===== config.mk =====
export PLATFORM = sky130hd
export DESIGN_NAME = mean_filter
export DESIGN_NICKNAME = d
export VERILOG_FILES = /design/src/rtl/mean_filter_pkg.sv /design/src/rtl/mean_filter_window.sv /design/src/rtl/mean_filter.sv
export SDC_FILE = /design/constraint.sdc
export NUM_CORES = 1
export LEC_CHECK = 0
export CAP_MARGIN = 20
export CORE_MARGIN = 3
export CORE_UTILIZATION = 40
export CTS_BUF_LIST = sky130_fd_sc_hd__clkbuf_2
export DETAILED_ROUTE_END_ITERATION = 7
export GPL_TIMING_DRIVEN = 0
export HOLD_SLACK_MARGIN = 0.05
export PLACE_DENSITY = 0.62
export RECOVER_POWER = 100
export SKIP_CTS_REPAIR_TIMING = 1
export SLEW_MARGIN = 20
export SYNTH_ARGS = -nofsm -noshare
export SYNTH_HDL_FRONTEND = slang
export SYNTH_SLANG_ARGS = --single-unit

===== constraint.sdc =====
create_clock -name clk -period 10.2 [get_ports clk]
set_input_delay 2.04 -clock clk [delete_from_list [all_inputs] [get_ports clk]]
set_output_delay 2.04 -clock clk [all_outputs]
set_load 0.02 [all_outputs]

===== src/rtl/mean_filter_pkg.sv =====
// mean_filter_pkg: default filter constants and the log2 helper for parameter checks
package mean_filter_pkg;
  localparam int MEAN_N     = 16;
  localparam int MEAN_WIDTH = 8;
  localparam int MEAN_LOG2N = 4;
  function automatic int clog2(input int n);
    int r;
    r = 0;
    while ((1 << r) < n) r++;
    return r;
  endfunction
endpackage


===== src/rtl/mean_filter_window.sv =====
// mean_filter_window: N-deep circular sample buffer returning the sample about to be overwritten
module mean_filter_window
  import mean_filter_pkg::*;
#(
  parameter int N     = MEAN_N,
  parameter int WIDTH = MEAN_WIDTH,
  parameter int LOG2N = MEAN_LOG2N
) (
  input  logic             clk,
  input  logic             rst,
  input  logic [WIDTH-1:0] i_wr,
  output logic [WIDTH-1:0] o_evict
);
  logic [WIDTH-1:0] r_buf [N];
  logic [LOG2N-1:0] r_ptr;
  always_ff @(posedge clk) begin
    if (rst) begin
      for (int i = 0; i < N; i++) r_buf[i] <= '0;
      r_ptr <= '0;
    end else begin
      r_buf[r_ptr] <= i_wr;
      r_ptr        <= r_ptr + 1'b1;
    end
  end
  // read-before-write: the slot under the pointer is the oldest sample
  assign o_evict = r_buf[r_ptr];
endmodule


===== src/rtl/mean_filter.sv =====
// mean_filter: running-sum boxcar mean of the last N samples; MEAN_FILTER_ROUND_EN selects round-half-up
module mean_filter
  import mean_filter_pkg::*;
#(
  parameter int N     = MEAN_N,
  parameter int WIDTH = MEAN_WIDTH,
  parameter int LOG2N = MEAN_LOG2N
) (
  output logic [WIDTH-1:0] out,
  input  logic [WIDTH-1:0] in,
  input  logic             rst,
  input  logic             clk
);
  localparam int SW = WIDTH + LOG2N;
  if (N < 2 || LOG2N != clog2(N) || (1 << LOG2N) != N) begin : g_bad_cfg
    $error("mean_filter: N must be a power of two >= 2 and LOG2N must equal log2(N)");
  end
  logic [WIDTH-1:0] w_evict;
  logic [SW-1:0]    r_sum;
  logic [SW-1:0]    w_adj;
  mean_filter_window #(.N(N), .WIDTH(WIDTH), .LOG2N(LOG2N)) u_window (
    .clk     (clk),
    .rst     (rst),
    .i_wr    (in),
    .o_evict (w_evict)
  );
  always_ff @(posedge clk) begin
    if (rst) r_sum <= '0;
    else     r_sum <= r_sum + SW'(in) - SW'(w_evict);
  end
`ifdef MEAN_FILTER_ROUND_EN
  assign w_adj = r_sum + SW'(N / 2);
`else
  assign w_adj = r_sum;
`endif
  assign out = w_adj[SW-1:LOG2N];
endmodule


==> run metrics, run 1 <==
vias=4,730; initial antenna violation count=1; top cell type's share of synthesized area=0.531; vias in the first global route=4,660; Die Y-Extent=141 um; Die W=141 um; wire per inst=23.4 um; largest net degree at the start of global routing=17; Worst Tran Pin Value=749 ps; FF+latch count, synth=144; Crit-path slowest cell=fa_1; complex-gate fraction of the synthesized area=0.0405; Non-Filler Instances=802; area leader, netlist=edfxtp_1; Leak=between 0.002 and 0.003 uW; Detailed Place HPWL=13,200 um; HP Class=flop to flop; global-route wire length before repair=28,300 um; slowest cell delay on critical path=about 610 ps; Cells after Synth=about 530; setup TNS=0 ps; Post-synth top cells=128 x edfxtp_1, 99 x nor3_1, 41 x clkbuf_1; CP dominant cell by count=a211oi_1; Synth Area in Simple Gates=0.123; Reg clk slew, reported paths=200 ps; IO buf count=17; max_cap viols=0; post-synthesis average cell area=13.7 um^2; CP Launch Type=primary input; drt via density=5.90; Slew HR=0.501; Setup WS pre-CTS=4570 ps; sw power=526 uW; core area=17,500 um^2; Die Area=19,700 um^2; Nets=598; antenna-violating nets left=0; starting density of the core=0.414; Sw Ratio=0.347; most numerous cell in the Yosys netlist=edfxtp_1; post-synthesis mux area share=0.139; ordered cell list for the critical path=dlygate4sd3_1 -> clkinv_1 -> clkbuf_1 -> fa_1 -> inv_1 -> ha_1 -> a211oi_1 -> o21ai_0 -> a211oi_1 -> xor2_1 -> nor2_1; Initial DRT Pass Iterations=5; Pwr per Cell Area=about 190 nW/um^2; top cells by area, synth=edfxtp_1 53%, mux4_1 10%, nor3_1 6.8%, dfxtp_1 4.4%, mux4_2 3.7%; buffer and inverter count on the worst path=4; post-route minimum period=4940 ps; sequential area share after synthesis=0.575; critical path arrival=5580 ps; RSZ-0062 raised after global routing=no; WP data required=10,840 ps; Post-Syn Nets=562; Seq pwr share=0.467; Top delay family on crit path=buffers and inverters; Clock Path Buffers=2; Num Clock Sinks=roughly 140; Synth Area in Adders=0.0498; largest family of logic cells by synthesized area=multiplexers; FMAX=between 0.2 and 0.25 GHz; outcome=completed; GRT Total Usage=0.196; clk_lat worst skew=760 ps; clock share of power=0.202; area of the mapped netlist=7240 um^2; CP endpoint kind=flop; Final Slew Violations=0; XOR/XNOR Fraction of Synth Area=0.0121; synth unique cells=39; worst vdd ir=0.000130 V; Hold Vio Cnt, Final=0; Iter 0 DRT Violations=384; fraction of registers with async set or reset after synthesis=0; placed instance count=770; Synth warnings=0; top-level I/O count=18; Routed WL=18,800 um; layout cells sized above 1=0.0972; endpoints failing setup=0; Critical Path Fanout Max=10; Comb pwr share=0.331; gr ovfl total=0; Final GP Congestion=0.844; Post-synth EDFFs=128; total internal power=989 uW; root buf cell=clkbuf_2; ys flop type=edfxtp_1; final worst slack=5260 ps; clock skew=25.6 ps; synthesis-to-layout area growth=9.08%; WS Path Type=primary input to flop; Final period util=0.485; number of H-tree levels=4; CTS Buf Count=17; FP Rows=48; CTS tree=yes; Post-route DRC=0
[power by group through the flow]
stage | Sequential, uW | Clock, uW | Combinational, uW
CTS | 708 | 308 | 509
floorplan | 715 | 0 | 380
global placement | 719 | 0 | 499
global route | 713 | 333 | 562
finish | 708 | 305 | 501
detailed placement | 722 | 0 | 507
[worst min-delay path, cell delays in order (launching register included)]
cell	delay, ps
dfxtp_1	390
xnor2_1	120
nand4b_1	120
nand3_1	70
[final timing paths]
kind | endpoint | depth (start not counted) | from | slack (ps)
max | r_sum[9]$_SDFF_PP0_ | 11 | in[1] | 5260
min | r_sum[11]$_SDFF_PP0_ | 3 | r_sum[11]$_SDFF_PP0_ | 710
max reg2reg | r_sum[9]$_SDFF_PP0_ | 12 | u_window.r_ptr[1]$_SDFF_PP0_ | 5680
min reg2reg | r_sum[11]$_SDFF_PP0_ | 3 | r_sum[11]$_SDFF_PP0_ | 710
[per-stage QoR]
step | utilization | total power, uW | hold slack (ps) | area, um^2
after floorplan | - | 1090 | 638 | 7240
after global placement | 0.440 | 1220 | 675 | 7690
after detailed placement | 0.440 | 1230 | 688 | 7690
after CTS | 0.452 | 1530 | 716 | 7890
after global routing | 0.452 | 1610 | 737 | 7890
final | 0.452 | 1510 | 713 | 7890
[final cells by class]
class / instances / area, um^2
clock inverters: 14 / 118
repair buffers: 17 / 170
flip-flops and latches: 144 / 4160
plain buffers: 60 / 295
clock buffers: 17 / 85.1
diodes: 1 / 2.50
inverters: 38 / 143
fillers: 1569 / 9580
multi-input cells: 286 / 2640
well taps: 225 / 282
[state kept, by name, summed over array words and instances, names as in the netlist]
signal          cells
r_sum              12
u_window.r_buf    128
u_window.r_ptr      4
[metal layers]
layer,GRT usage,vias up,share of wire
met5,0,-,0
met4,0.0663,0,0.021
met3,0.0574,23,0.080
met2,0.300,244,0.47
met1,0.268,2341,0.43
li1,-,2122,-
[cells in the final DEF, fill, tap and decap left out, types with 3 or more instances in the layout]
master and instances:
edfxtp_1 128, nor3_1 99, clkbuf_1 44, nor4_1 32, inv_1 31, mux4_1 28
nor2_1 18, clkbuf_2 17, ha_1 16, dfxtp_1 16, a21o_1 14, mux4_2 12
dlygate4sd3_1 10, clkinv_1 9, fa_1 8, buf_4 8, xor2_1 7, clkdlybuf4s50_1 7
nand2b_1 6, a211oi_1 6, nor2b_1 5, o21ai_0 5, a21oi_1 5, a31o_1 4
clkinvlp_4 4, nand2_1 3, xnor2_1 3, clkinv_2 3, inv_6 3
[logic make-up (layout without fill, tap and decap cells)]
logic type                 count (synthesis)  count (layout)
muxes                                     40              40
buffers and inverters                     98             146
and+or+nand+nor                          170             170
adders and majority gates                 24              24
xor gates and xnor gates                  10              10
other                                      0               1
AOI/OAI and AO/OA                         42              42
DFF                                      144             144
Note: power is estimated with default switching activity, not from simulation.
==> run 2: changes to the inputs <==
--- a/config.mk
+++ b/config.mk
@@ -12,7 +12,7 @@
 export DETAILED_ROUTE_END_ITERATION = 7
 export GPL_TIMING_DRIVEN = 0
 export HOLD_SLACK_MARGIN = 0.05
-export PLACE_DENSITY = 0.62
+export PLACE_DENSITY = 0.64
 export RECOVER_POWER = 100
 export SKIP_CTS_REPAIR_TIMING = 1
 export SLEW_MARGIN = 20
==> constraint.sdc (replaced) <==
create_clock -name clk -period 4.1 [get_ports clk]
set_input_delay 0.82 -clock clk [delete_from_list [all_inputs] [get_ports clk]]
set_output_delay 0.82 -clock clk [all_outputs]
set_load 0.02 [all_outputs]
==> run 2 against run 1 <==
Via count grew 0.76%. Clock power grew to 2.8 times the previous value. Critical endpoint unchanged. Largest cell class unchanged. Largest power group unchanged. Critical path type is now flop to flop. Cell area up 0.78%.
==> run metrics, run 2 (same netlist as run 1, synthesis figures left out) <==
IO buf count=17; most common cell after layout, fill and taps aside=edfxtp_1; post-route minimum period=3980 ps; Detailed Place HPWL=13,200 um; layout cells sized above 1=0.118; Iter 0 DRT Violations=around 660; CP dominant cell by count=nor2_1; GR Util met2=0.320; Final period util=0.970; Final GP Congestion=0.858; Die Area=19,700 um^2; clk_lat worst skew=750 ps; antenna-violating nets left=0; FMAX=0.251 GHz; root buf cell=clkbuf_2; CP endpoint kind=flop; WP data required=4720 ps; Final Util=0.455; slowest cell delay on critical path=about 660 ps; Critical Path Fanout Max=10; initial antenna violation count=1; wire per inst=22.9 um; ordered cell list for the critical path=buf_6 -> buf_8 -> mux4_1 -> mux4_2 -> fa_1 -> inv_1 -> ha_1 -> a211oi_1 -> nor2_1 -> a211oi_2 -> xor2_1 -> nor2_1; Biggest register=u_window.r_buf; Nets=about 600; GR peak layer=met2; sequential cell area=4170 um^2; GRT Total Usage=0.193; Initial DRT Pass Iterations=7; Reg clk slew, reported paths=220 ps; Final Slew Violations=0; starting density of the core=0.414; max_cap viols=0; Largest regs=u_window.r_buf (128), r_sum (12), u_window.r_ptr (4); GR Util met1=0.246; outcome=completed; gr ovfl total=0; buffer and inverter count on the worst path=3; clock skew=about 36 ps; WS Path Type=flop to flop; Top delay family on crit path=multiplexers; vias=4,766; drt via density=5.94; Post-Route Hold Slack=around 720 ps; largest net degree at the start of global routing=17; critical path arrival=4600 ps; CTS Buf Count=17; Worst Tran Pin Value=780 ps; number of H-tree levels=4; FP Rows=48; top-level I/O count=18; Multi-input gate area=2650 um^2; RSZ-0062 raised after global routing=no; Num Clock Sinks=144; synthesis-to-layout area growth=9.92%; commonest cells after routing, fill and taps aside=128 x edfxtp_1, 99 x nor3_1, 43 x clkbuf_1; grt met3 use=0.0481; Slew HR=0.480; worst vdd ir=~0.00029 V; vias in the first global route=4,815; Crit-path slowest cell=mux4_1; CP Launch Type=flop; Leak=0.00283 uW; Hold Vio Cnt, Final=0; global-route wire length before repair=28,100 um; CTS tree=yes; Clock Path Buffers=2; Fillers=1,560; Pwr per Cell Area=490 nW/um^2; Routed WL=18,400 um; Die W=141 um; max FFs per register=128; Post-route DRC=0; Die Y-Extent=141 um; endpoints failing setup=0; HP Class=flop to flop; core area=between 15,000 and 20,000 um^2
run 2: changes by cell type in the layout (fill, tap and decap cells not counted), sizes merged:
cell,change
clkdlybuf4s50,+1
clkbuf,+4
buf,-3
bufinv,+2
inv,-3
clkinv,+4
dlygate4sd3,-1
clkinvlp,-3
run 2: tightest hold or removal path: stages (launching register included):
cell      delay, ps
dfxtp_1         380
xnor2_1         130
nand4b_1        120
nand3_1          70
run 2: worst paths after layout:
| kind | startpoint | slack, ps | to | cells past startpoint |
|---|---|---|---|---|
| worst min register to register | r_sum[11]$_SDFF_PP0_ | 720 | r_sum[11]$_SDFF_PP0_ | 3 |
| worst max-delay path | u_window.r_ptr[0]$_SDFF_PP0_ | 120 | r_sum[9]$_SDFF_PP0_ | 12 |
| worst min-delay path | r_sum[11]$_SDFF_PP0_ | 720 | r_sum[11]$_SDFF_PP0_ | 3 |
| worst max register to register | u_window.r_ptr[0]$_SDFF_PP0_ | 120 | r_sum[9]$_SDFF_PP0_ | 12 |
run 2: layout make-up:
cell class | count | share of cell area
Inverter | 38 | 0.0179
Multi-Input combinational cell | 286 | 0.332
Antenna cell | 1 | 0.000315
Timing Repair Buffer | 17 | 0.0214
Clock buffer | 18 | 0.0113
Sequential cell | 144 | 0.524
Tap cell | 225 | 0.0354
Clock inverter | 14 | 0.0186
Buffer | 60 | 0.0387
run 2: through the flow:
| stage | setup WS, ps | setup TNS (ps) | cell area (um^2) | std cells | power [uW] |
|---|---|---|---|---|---|
| 2_1_floorplan | 400 | 0 | 7240 | 528 | 2720 |
| 3_3_place_gp | -280 | -1120 | 7690 | 770 | 3020 |
| 3_5_place_dp | -330 | -1440 | 7690 | 770 | 3060 |
| 4_1_cts | -357 | -1470 | 7930 | 802 | 3880 |
| 5_1_grt | 15.2 | 0 | 7960 | 803 | 4120 |
| 6_report | 123 | 0 | 7960 | 803 | 3900 |
run 2: power breakdown:
part / switching (uW) / internal, uW
clock network: 513 / 331
logic: 739 / 552
registers: 44.2 / 1720
run 2: metal layers:
metal / share of wire / up-vias / wire, um
li1: - / 2114 / -
met1: 0.39 / 2356 / 7150
met2: 0.49 / 257 / 8990
met3: 0.094 / 39 / 1720
met4: 0.028 / 0 / 520
met5: 0 / - / 0
